<file path="src/rtl/nexys_io_pkg.sv">
// Shared definitions for the Nexys A7 switch/LED path: LED mode encoding,
// 100 MHz timing defaults and a ceiling-log2 helper for counter widths.
package nexys_io_pkg;

  typedef enum logic [1:0] {
    MODE_PASS   = 2'd0,
    MODE_TOGGLE = 2'd1,
    MODE_COUNT  = 2'd2,
    MODE_FREEZE = 2'd3
  } mode_e;

  localparam int DEFAULT_DEBOUNCE_CYCLES  = 1000000;   // 10 ms at 100 MHz
  localparam int DEFAULT_HEARTBEAT_CYCLES = 50000000;  // 0.5 s at 100 MHz

  function automatic int clog2(input int value);
    int result;
    result = 0;
    for (int v = value - 1; v > 0; v = v >> 1) begin
      result = result + 1;
    end
    return result;
  endfunction

endpackage

</file>
<file path="src/rtl/switch_debounce_leds_debounce_channel.sv">
// One switch channel: metastability chain, stability counter, debounced level
// and registered rise/fall pulses.
module debounce_channel
  import nexys_io_pkg::*;
#(
  parameter int SYNC_STAGES     = 2,
  parameter int DEBOUNCE_CYCLES = DEFAULT_DEBOUNCE_CYCLES
) (
  input  logic clock,
  input  logic clear,
  input  logic switch_raw,
  output logic sw_stable,
  output logic rise,
  output logic fall,
  output logic rise_set
);

  localparam int              CNT_W    = clog2(DEBOUNCE_CYCLES);
  localparam logic [CNT_W-1:0] CNT_LAST = CNT_W'(DEBOUNCE_CYCLES - 1);

  logic [SYNC_STAGES-1:0] sync_q;
  logic [CNT_W-1:0]       cnt_q;
  logic                   sync_out;
  logic                   differ;
  logic                   accept;

  assign sync_out = sync_q[SYNC_STAGES-1];
  assign differ   = sync_out ^ sw_stable;
  assign accept   = differ && (cnt_q == CNT_LAST);
  // Exported so the top can update toggle/count state on the same edge as rise.
  assign rise_set = accept && !sw_stable;

  always_ff @(posedge clock) begin
    if (clear) begin
      sync_q    <= '0;
      cnt_q     <= '0;
      sw_stable <= 1'b0;
      rise      <= 1'b0;
      fall      <= 1'b0;
    end else begin
      sync_q <= {sync_q[SYNC_STAGES-2:0], switch_raw};
      if (!differ || accept) begin
        cnt_q <= '0;
      end else begin
        cnt_q <= cnt_q + 1'b1;
      end
      if (accept) begin
        sw_stable <= ~sw_stable;
      end
      rise <= rise_set;
      fall <= accept && sw_stable;
    end
  end

endmodule

</file>
<file path="src/rtl/switch_debounce_leds.sv">
// Debounced switch-to-LED block with pass/toggle/count/freeze LED modes.
// Optional heartbeat on the top LED: define SWITCH_DEBOUNCE_LEDS_HEARTBEAT_EN.
module switch_debounce_leds
  import nexys_io_pkg::*;
#(
  parameter int WIDTH            = 16,
  parameter int SYNC_STAGES      = 2,
  parameter int DEBOUNCE_CYCLES  = DEFAULT_DEBOUNCE_CYCLES,
  parameter int HEARTBEAT_CYCLES = DEFAULT_HEARTBEAT_CYCLES
) (
  input  logic             clock,
  input  logic             clear,
  input  logic [WIDTH-1:0] switches,
  input  logic [1:0]       mode,
  output logic [WIDTH-1:0] leds,
  output logic [WIDTH-1:0] sw_stable,
  output logic [WIDTH-1:0] rise,
  output logic [WIDTH-1:0] fall
);

  logic [WIDTH-1:0] rise_set;
  logic [WIDTH-1:0] toggle_q;
  logic [WIDTH-1:0] event_q;
  logic [WIDTH-1:0] event_add;
  logic [WIDTH-1:0] leds_q;
  logic [WIDTH-1:0] leds_d;

  for (genvar i = 0; i < WIDTH; i++) begin : g_chan
    debounce_channel #(
      .SYNC_STAGES     (SYNC_STAGES),
      .DEBOUNCE_CYCLES (DEBOUNCE_CYCLES)
    ) u_chan (
      .clock      (clock),
      .clear      (clear),
      .switch_raw (switches[i]),
      .sw_stable  (sw_stable[i]),
      .rise       (rise[i]),
      .fall       (fall[i]),
      .rise_set   (rise_set[i])
    );
  end

  // Popcount summed at WIDTH bits; the counter wraps modulo 2^WIDTH anyway.
  always_comb begin
    event_add = '0;
    for (int i = 0; i < WIDTH; i++) begin
      event_add = event_add + WIDTH'(rise_set[i]);
    end
  end

  always_comb begin
    leds_d = leds_q;
    case (mode_e'(mode))
      MODE_PASS:   leds_d = sw_stable;
      MODE_TOGGLE: leds_d = toggle_q;
      MODE_COUNT:  leds_d = event_q;
      MODE_FREEZE: leds_d = leds_q;
      default:     leds_d = leds_q;
    endcase
  end

  always_ff @(posedge clock) begin
    if (clear) begin
      toggle_q <= '0;
      event_q  <= '0;
      leds_q   <= '0;
    end else begin
      toggle_q <= toggle_q ^ rise_set;
      event_q  <= event_q + event_add;
      leds_q   <= leds_d;
    end
  end

`ifdef SWITCH_DEBOUNCE_LEDS_HEARTBEAT_EN
  localparam int               HB_W    = (HEARTBEAT_CYCLES > 1) ? clog2(HEARTBEAT_CYCLES) : 1;
  localparam logic [HB_W-1:0]  HB_LAST = HB_W'(HEARTBEAT_CYCLES - 1);

  logic [HB_W-1:0] hb_cnt_q;
  logic            hb_q;

  always_ff @(posedge clock) begin
    if (clear) begin
      hb_cnt_q <= '0;
      hb_q     <= 1'b0;
    end else if (hb_cnt_q == HB_LAST) begin
      hb_cnt_q <= '0;
      hb_q     <= ~hb_q;
    end else begin
      hb_cnt_q <= hb_cnt_q + 1'b1;
    end
  end

  // Heartbeat owns the top LED in every mode, freeze included.
  always_comb begin
    leds            = leds_q;
    leds[WIDTH-1]   = hb_q;
  end
`else
  logic unused_heartbeat_cfg;
  assign unused_heartbeat_cfg = (HEARTBEAT_CYCLES > 0);
  assign leds = leds_q;
`endif

endmodule

</file>
<file path="config.mk">
export PLATFORM = sky130hd
export DESIGN_NAME = switch_debounce_leds
export DESIGN_NICKNAME = d
export VERILOG_FILES = /design/src/rtl/nexys_io_pkg.sv /design/src/rtl/switch_debounce_leds_debounce_channel.sv /design/src/rtl/switch_debounce_leds.sv
export SDC_FILE = /design/constraint.sdc
export NUM_CORES = 1
export LEC_CHECK = 0
export ABC_CLOCK_PERIOD_IN_PS = 9700
export BUFFER_PORTS_ARGS = -buffer_cell sky130_fd_sc_hd__buf_2
export CELL_PAD_IN_SITES_DETAIL_PLACEMENT = 0
export CELL_PAD_IN_SITES_GLOBAL_PLACEMENT = 2
export CORE_MARGIN = 2
export CORE_UTILIZATION = 40
export CTS_CLUSTER_SIZE = 12
export DETAILED_ROUTE_END_ITERATION = 8
export PLACE_DENSITY_LB_ADDON = 0.1
export SYNTH_ARGS = -nofsm -noshare
export SYNTH_HDL_FRONTEND = slang
export SYNTH_HIERARCHICAL = 1
export SYNTH_SLANG_ARGS = --single-unit
</file>
<file path="constraint.sdc">
create_clock -name clock -period 9.7 [get_ports clock]
set_input_delay 0 -clock clock [delete_from_list [all_inputs] [get_ports clock]]
set_output_delay 0 -clock clock [all_outputs]
set_load 0.01 [all_outputs]
</file>
==> results of run 1 <==
-- final cells by class --
class	count	area (um2)	area share, %
multi-input cells	1674	10330	44.86
flip-flops and latches	448	8969	38.95
clock buffers	79	1574	6.836
well taps	664	830.8	3.608
repair buffers	127	814.5	3.538
inverters	94	352.8	1.532
clock inverters	15	153.9	0.6684
-- cells in the final DEF (no fill, tap or decap), types with 19 or more instances in the layout --
cell type      synthesis  routed
nor3_1               117     117
nand4_1               66      66
nand2_1              117     117
or3_1                 81      81
nor2b_1               57      57
a21oi_1              149     149
buf_2                 17      82
dlygate4sd3_1          0      25
or4_1                 80      80
ha_1                  27      26
and3_1                49      49
nor2_1               286     286
inv_1                 93      93
xor2_1                64      64
nand2b_1              33      33
clkbuf_16              0      53
nand3_1              116     116
o31ai_1               32      32
nor4_1                34      34
buf_4                  0      19
o21ai_0               82      82
dfxtp_1              448     448
xnor2_1              144     144
-- logic make-up after synthesis --
| kind of cell | after synthesis |
|---|---|
| buffers and inverters | 143 |
| DFF | 448 |
| adders and majority gates | 39 |
| AOI/OAI and AO/OA | 314 |
| xor gates and xnor gates | 208 |
| and+or+nand+nor | 1104 |
| muxes | 9 |
-- layer usage --
metal	up-vias	global-route usage (%)	part of all wire [%]
met2	167	28.89	45
li1	8309	-	-
met1	7558	23.87	49
met3	65	3.123	3.6
met4	0	5.624	2.3
met5	-	0	0
-- metrics by stage --
step,hold slack [ns],std cells,instance area (um2)
floorplan,0.06907,2265,19850
global placement,0.2052,2982,21050
detailed placement,0.2154,2982,21050
CTS,0.1074,3101,23020
global route,0.1522,3101,23020
finish,0.1568,3101,23020
-- worst max-delay path: stages, from the launching register on --
cell	delay (ns)
dfxtp_1	0.38
nor4bb_1	0.45
nand2_1	0.13
or3_1	0.42
nor2_1	0.45
fa_1	0.48
inv_1	0.08
fa_1	0.42
fa_1	0.51
fa_1	0.43
fa_1	0.41
fa_1	0.38
and2b_1	0.27
o31ai_4	0.10
a2111oi_2	0.38
mux2_1	0.35
-- flip-flops by register name, summed over array words and instances, names as in the netlist --
register	cells
g_chan.u_chan/cnt_q	320
g_chan.u_chan/sync_q	32
event_q	16
g_chan.u_chan/fall	16
g_chan.u_chan/rise	16
g_chan.u_chan/sw_stable	16
leds	16
toggle_q	16
-- final timing paths --
kind,from,to,slack (ns),cells after the start
setup / recovery,g_chan[11].u_chan/cnt_q[9]$_SDFF_PP0_,event_q[12]$_SDFF_PP0_,3.92,15
hold / removal,switches[1],g_chan[1].u_chan/sync_q[0]$_SDFF_PP0_,0.16,3
setup reg to reg,g_chan[11].u_chan/cnt_q[9]$_SDFF_PP0_,event_q[12]$_SDFF_PP0_,3.92,15
hold reg to reg,g_chan[10].u_chan/sync_q[0]$_SDFF_PP0_,g_chan[10].u_chan/sync_q[1]$_SDFF_PP0_,0.44,1
-- power breakdown --
part	switching (W)	internal, W
Sequential	0.00000930	0.00185
Clock	0.000768	0.00119
Combinational	0.0000561	0.0000353
==> metrics.yaml, run 1 <==
status: "finished clean"
clk_path_buf_depth: 3
grt_max_degree: 57
fin_util_pct: 47.04
holdBufCountCts: 25
ir_drop_uv: 139.1
syn_nets: 2324
period_needed_ns: 5.775
grt_pass1_wl_um: 75730
period_share_pct: 59.54
fmaxAchievable_ghz: 0.1732
synth_ff_type: "dfxtp_1"
dp_hpwl_um: 31260
synth.distinct_cells: 50
totalWireLength_um: 44950
synth_area_leaders: "dfxtp_1 (45%), xnor2_1 (6.4%), nor2_1 (5.4%)"
first_pass_iters: 5
synthSimpleGateAreaFrac_pct: 30.40
finalSetupViolCount: 0
insertedDiodeCount: 0
die_w_um: 226.8
overflow: 0
drt_iter0_drc: 794
synth.cell_area_mm2: 0.01985
synth_top_area_share_pct: 45.17
synth_top_area_cell: "dfxtp_1"
synthAdderAreaFrac_pct: 2.912
viasPerCell: 5.192
pin_count: 84
yosysMostFrequentCell: "dfxtp_1"
start_kind: "flop"
final_antenna_net_count: 0
clkTransAtPathRegs_ns: 0.06
synthArstFlopShare_pct: 0
start_util_pct: 40.56
die-area_mm2: 0.05143
antenna_found_initial: 0
cts_tree: "built"
nets: 2456
synthTopCellsByCount: "dfxtp_1 (448), nor2_1 (286), a21oi_1 (149)"
crit_fanout: 6
worst_slew_pin_slew_ns: 0.7922
htree_levels: 2
maxCapViolations: 0
insertion_delay_ns: 0.59
fillers: 4779
fin_setup_tns_ns: 0
dp_slack_ns: 3.916
synth-edff-count: 0
hold_viol_final: 0
drc: 0
crit_path_end_kind: "flop"
drive_above_1_share_pct: 9.356
power_w: 0.003913
synth_compound_area_share_pct: 9.031
grt_pass1_vias: 15250
seq_area_frac_synth_pct: 45.17
worstPathArrival_ns: 6.24
skew_ns: 0.02197
area.growth.synth_to_final_pct: 15.97
rsz0062_at_grt: "no"
power_density_mw_per_mm2: 170.0
crit_type: "flop to flop"
numCtsBuffers: 52
gp_congestion: 0.7740
clock-root-buffer: "clkbuf_16"
syn_inst: 2265
drv_slew: 0
vias: 16100
synthMuxAreaShare_pct: 0.4979
required_ns: 10.16
synth_top_family_by_area: "simple AND/OR/NAND/NOR gates"
synth_xor_area_share_pct: 9.176
coreArea_mm2: 0.04895
syn_area_per_cell_um2: 8.766
port_buffers: 83
grt_usage_pct: 17.76
row_count: 81
synth_seq_cells: 448
leakagePower_nw: 7.395
cts_setup_buffers: 0
timing.final.ws_setup_ns: 3.925
relSlewSlack_pct: 47.19
yosysWarnings: 6
hold_path.class: "input pin to flop"
chipHeight_um: 226.8
wl_per_cell_um: 14.50
cts_resized: 0
cts_sinks: 448
(Power assumes the default switching activity.)
==> inputs of run 2 (changes only) <==
- ABC_CLOCK_PERIOD_IN_PS: 9700 -> 5000
- CORE_UTILIZATION: 40 -> 35
- clock period: 9.7 -> 5 ns (I/O delays scaled with it)
==> metrics.yaml, run 2 (synthesized netlist as in run 1, its figures left out) <==
status: "finished, violations left"
failed_checks: "negative setup slack"
layout_common_cells: "dfxtp_1 (432), buf_4 (313), nor2_1 (277)"
dp_hpwl_um: 35050  # +12%
hold_viol_final: 0  # unchanged
area.growth.synth_to_final_pct: 29.71
nets: 2749  # +12%
clk_path_buf_depth: 3  # unchanged
crit_type: "flop to flop"
required_ns: 5.47  # -4.69 ns
clkTransAtPathRegs_ns: 0.06  # about the same
die_w_um: 242.2  # +6.8%
htree_levels: 2  # unchanged
grt_pass1_wl_um: 82850  # +9.4%
row_count: 87  # +7.4%
chipHeight_um: 242.2  # +6.8%
min_from: "switches[5]"
clkPwrFrac_pct: 50.6  # +0.5 points
combPwrFrac_pct: 2.4  # about the same
relSlewSlack_pct: 45.79  # -1.4 points
grt_usage_pct: 16.76  # -1.0 points
antenna_found_initial: 0  # unchanged
fmaxAchievable_ghz: 0.1924  # +11%
clock-root-buffer: "clkbuf_16"
period_share_pct: 104.0  # +44 points
multi_input_area_mm2: 0.01068  # +3.4%
numCtsBuffers: 52  # unchanged
totalWireLength_um: 49300  # +9.7%
viasPerCell: 4.935  # -4.9%
p_sw_share_pct: 21.28  # about the same
mostFrequentLayoutCell: "dfxtp_1"
ir_drop_uv: 249.8  # +80%
fin_util_pct: 45.76  # -1.3 points
die-area_mm2: 0.05865  # +14%
period_needed_ns: 5.199  # -0.5765 ns
skew_ns: 0.01550  # -0.006473 ns
seq_power_share_pct: 46.9  # -0.7 points
rsz0062_at_grt: "yes"
vias: 17210  # +6.9%
cts_tree: "built"
crit_path_end_kind: "flop"
drt_iter0_drc: 653  # -18%
drv_slew: 0  # unchanged
grt_max_degree: 71  # +25%
timing.final.ws_setup_ns: -0.1988  # -4.124 ns
grt_pass1_vias: 16940  # +11%
p_sw_w: 0.001637  # +96%
r2r_start: "g_chan[11].u_chan/cnt_q[11]$_SDFF_PP0_"
start_util_pct: 35.28  # -5.3 points
register_area_mm2: 0.008989  # +0.22%
coreArea_mm2: 0.05628  # +15%
pin_count: 84  # unchanged
top_register: "g_chan.u_chan/cnt_q"
drc: 0  # unchanged
port_buffers: 83  # unchanged
drive_above_1_share_pct: 21.86  # +13 points
fillers: 5536  # +16%
start_kind: "flop"
cts_sinks: 448  # unchanged
wl_per_cell_um: 14.14  # -2.5%
top_regs: "g_chan.u_chan/cnt_q (320), g_chan.u_chan/sync_q (32)"
insertion_delay_ns: 0.59  # about the same
worstPathArrival_ns: 5.67  # -0.57 ns
place_area_mm2: 0.02333  # +11%
leakagePower_nw: 8.981  # +21%
gp_congestion: 0.7635  # -1.4%
first_pass_iters: 5  # unchanged
fin_area_mm2: 0.02575  # +12%
power_w: 0.007694  # +97%
overflow: 0  # unchanged
finalSetupViolCount: 5  # +5
crit_fanout: 4  # -2
power_density_mw_per_mm2: 298.8  # +76%
largest_register_ffs: 320  # unchanged
insertedDiodeCount: 0  # unchanged
maxCapViolations: 0  # unchanged
cp-startpoint: "g_chan[11].u_chan/cnt_q[11]$_SDFF_PP0_"
final_antenna_net_count: 0  # unchanged
worst_slew_pin_slew_ns: 0.8131  # +0.02087 ns
hold_path.class: "input pin to flop"
p_int_w: 0.006057  # +97%
## run 2: area by class of cell
type | count | share of cell area (%)
clock inverters | 15 | 0.6802
clock buffers | 80 | 6.204
repair buffers | 420 | 11.70
inverters | 94 | 1.370
well taps | 756 | 3.673
flip-flops and latches | 448 | 34.90
multi-input cells | 1674 | 41.47
## run 2: layer usage
| layer | wire length [um] | global-route usage, % | up-vias | part of all wire (%) |
|---|---|---|---|---|
| li1 | - | - | 8900 | - |
| met1 | 23820 | 22.13 | 8055 | 48 |
| met2 | 22910 | 28.34 | 175 | 46 |
| met3 | 1411 | 2.371 | 77 | 2.9 |
| met4 | 1161 | 5.138 | 0 | 2.4 |
| met5 | 0 | 0 | - | 0 |
## run 2: per-stage QoR
| stage | setup WS (ns) | TNS, ns | hold WS, ns | instances |
|---|---|---|---|---|
| 3_5_place_dp | -0.4040 | -1.758 | 0.2134 | 3345 |
| 5_1_grt | -0.3771 | -2.249 | 0.1633 | 3487 |
| 4_1_cts | -0.2795 | -1.008 | 0.1198 | 3486 |
| 2_1_floorplan | -0.03906 | -0.03906 | 0.06907 | 2265 |
| 3_3_place_gp | -0.3790 | -1.693 | 0.2054 | 3345 |
| 6_report | -0.1988 | -0.7970 | 0.1612 | 3487 |
## run 2: final timing paths
kind	slack (ns)	to	depth (start not counted)
max	-0.20	event_q[8]$_SDFF_PP0_	17
min	0.16	g_chan[5].u_chan/sync_q[0]$_SDFF_PP0_	3
max reg2reg	-0.20	event_q[8]$_SDFF_PP0_	17
min reg2reg	0.44	g_chan[0].u_chan/sync_q[1]$_SDFF_PP0_	1
## run 2: power groups by stage
stage	Sequential, W	Clock (W)	Combinational [W]
3_5_place_dp	0.00369	0	0.000177
6_report	0.00361	0.00389	0.000188
5_1_grt	0.00361	0.00418	0.000209
3_3_place_gp	0.00369	0	0.000177
2_1_floorplan	0.00369	0	0.0000905
4_1_cts	0.00361	0.00405	0.000193
## run 2: repair_timing
| item | in CTS | in global routing |
|---|---|---|
| pin swaps | 23 | 9 |
| setup endpoints to repair | 7 | 11 |
| buffers inserted | 23 | 1 |
| gates resized for setup | 41 | 12 |
| endpoints found under the hold margin | 53 | 0 |
| hold buffers | 23 | 0 |
| gates cloned | 0 | 0 |
## run 2: critical path, cell delays in order, from the launching register on
cell	delay, ns
dfxtp_1	0.34
nor4bb_4	0.32
buf_4	0.16
nand2_1	0.05
or3_1	0.41
nor2_4	0.16
fa_1	0.39
inv_1	0.08
fa_1	0.47
fa_1	0.54
fa_1	0.43
fa_2	0.37
fa_2	0.35
and2b_2	0.26
o31ai_4	0.08
buf_4	0.16
a211oi_2	0.20
mux2_4	0.32
==> inputs of run 3 (changes only) <==
- BUFFER_PORTS_ARGS: -buffer_cell sky130_fd_sc_hd__buf_2 -> unset
- CORE_UTILIZATION: 35 -> 36
- DONT_BUFFER_PORTS: unset -> 1
==> metrics.yaml, run 3 (synthesized netlist as in run 1, its figures left out) <==
status: "finished, violations left"
failed_checks: "negative setup slack"
relSlewSlack_pct: 43.21  # -2.6 points
maxCapViolations: 0  # unchanged
overflow: 0  # unchanged
port_buffers: 0  # -100%
period_needed_ns: 5.229  # +0.02986 ns
largest_register_ffs: 320  # unchanged
rsz0062_at_grt: "yes"
fin_util_pct: 48.59  # +2.8 points
cts_sinks: 448  # unchanged
power_density_mw_per_mm2: 291.3  # -2.5%
drive_above_1_share_pct: 18.73  # -3.1 points
dp_slack_ns: -0.4372  # -0.03322 ns
die-area_mm2: 0.05704  # -2.7%
worstPathArrival_ns: 5.70  # +0.03 ns
finalSetupViolCount: 6  # +1
dp_hpwl_um: 33990  # -3.0%
grt_pass1_vias: 17410  # +2.8%
pin_count: 84  # unchanged
clock-root-buffer: "clkbuf_16"
grt_pass1_wl_um: 84770  # +2.3%
nets: 2799  # +1.8%
final_antenna_net_count: 0  # unchanged
ir_drop_uv: 239.7  # -4.1%
viasPerCell: 5.030  # +1.9%
grt_usage_pct: 17.84  # +1.1 points
vias: 17500  # +1.7%
crit_path_end_kind: "flop"
coreArea_mm2: 0.05477  # -2.7%
leakagePower_nw: 9.445  # +5.2%
timing.final.ws_setup_ns: -0.2287  # -0.02986 ns
fmaxAchievable_ghz: 0.1913  # -0.57%
drv_slew: 0  # unchanged
row_count: 86  # -1.1%
clk_path_buf_depth: 3  # unchanged
period_share_pct: 104.6  # +0.60 points
skew_ns: 0.01989  # +0.004387 ns
crit_fanout: 5  # +1
insertion_delay_ns: 0.60  # about the same
insertedDiodeCount: 0  # unchanged
clkTransAtPathRegs_ns: 0.05  # about the same
die_w_um: 238.8  # -1.4%
htree_levels: 2  # unchanged
antenna_found_initial: 0  # unchanged
layout_common_cells: "dfxtp_1 (433), buf_4 (323), nor2_1 (278)"
worst_slew_pin_slew_ns: 0.8519  # +0.03880 ns
hold_viol_final: 0  # unchanged
drt_iter0_drc: 660  # +1.1%
first_pass_iters: 4  # -1
wl_per_cell_um: 14.51  # +2.6%
grt_max_degree: 136  # +92%
area.growth.synth_to_final_pct: 34.04
required_ns: 5.47  # about the same
start_util_pct: 36.25  # +0.97 points
start_kind: "flop"
cts_tree: "built"
crit_type: "flop to flop"
hold_path.class: "input pin to flop"
gp_congestion: 0.7803  # +2.2%
mostFrequentLayoutCell: "dfxtp_1"
top_register: "g_chan.u_chan/cnt_q"
fillers: 5313  # -4.0%
drc: 0  # unchanged
totalWireLength_um: 50480  # +2.4%
numCtsBuffers: 53  # +1.9%
chipHeight_um: 238.8  # -1.4%
top_regs: "g_chan.u_chan/cnt_q (320), g_chan.u_chan/sync_q (32)"
## run 3: area by class of cell
| type | count | area (um2) | share of cell area [%] |
|---|---|---|---|
| flip-flops and latches | 448 | 8987 | 33.77 |
| well taps | 704 | 880.8 | 3.310 |
| clock inverters | 13 | 168.9 | 0.6347 |
| clock buffers | 78 | 1633 | 6.135 |
| multi-input cells | 1674 | 10690 | 40.18 |
| inverters | 94 | 352.8 | 1.326 |
| repair buffers | 469 | 3897 | 14.65 |
## run 3: routing by layer
metal | global-route usage [%] | vias up | wire (um)
li1 | - | 8993 | -
met1 | 22.35 | 8272 | 23290
met2 | 31.14 | 159 | 24340
met3 | 2.887 | 80 | 1604
met4 | 5.871 | 0 | 1238
met5 | 0 | - | 0
## run 3: path summary, 6_finish.rpt
kind	cells after the start	slack, ns	from	endpoint
worst max-delay path	15	-0.23	g_chan[5].u_chan/cnt_q[13]$_SDFF_PP0_	event_q[12]$_SDFF_PP0_
worst max register to register	15	-0.23	g_chan[5].u_chan/cnt_q[13]$_SDFF_PP0_	event_q[12]$_SDFF_PP0_
worst min-delay path	2	0.03	clear	g_chan[13].u_chan/sync_q[1]$_SDFF_PP0_
worst min register to register	1	0.47	g_chan[6].u_chan/cnt_q[0]$_SDFF_PP0_	g_chan[6].u_chan/cnt_q[0]$_SDFF_PP0_
## run 3: timing repair
item	in CTS	in global routing
cloned	0	0
hold endpoints to repair	316	1
buffers inserted	27	3
resized for setup	32	19
pin swaps	7	8
hold buffers	145	1
setup endpoints to repair	7	12
## run 3: worst max-delay path, cell delays in order, from the launching register on
cell and delay, ns:
dfxtp_2 0.33, nor4_4 0.30, nand2_1 0.12, or3_4 0.40, nor2_4 0.16, inv_2 0.05, fa_2 0.60, fa_1 0.45
fa_1 0.54, fa_1 0.44, fa_2 0.37, fa_2 0.34, and2b_2 0.25, o31ai_4 0.10, a2111oi_4 0.33, mux2_4 0.33
## run 3: where the power goes
group          total, W  switching (W)  internal (W)
combinational  0.000180      0.0000954     0.0000850
clock           0.00395        0.00151       0.00244
sequential      0.00362      0.0000213       0.00360
## run 3: through the flow
step                      setup TNS, ns  hold WS, ns  total power [W]  instance area, um2  instances
after floorplan                -0.03906      0.06907         0.003781               19990       2265
after global placement           -1.448       0.1139         0.003828               22880       3214
after detailed placement         -1.980       0.1171         0.003829               22880       3214
after CTS                       -0.7913     0.002906         0.007891               26490       3477
after global routing             -2.995      0.01961         0.008056               26610       3480
final                           -0.8918      0.03104         0.007753               26610       3480
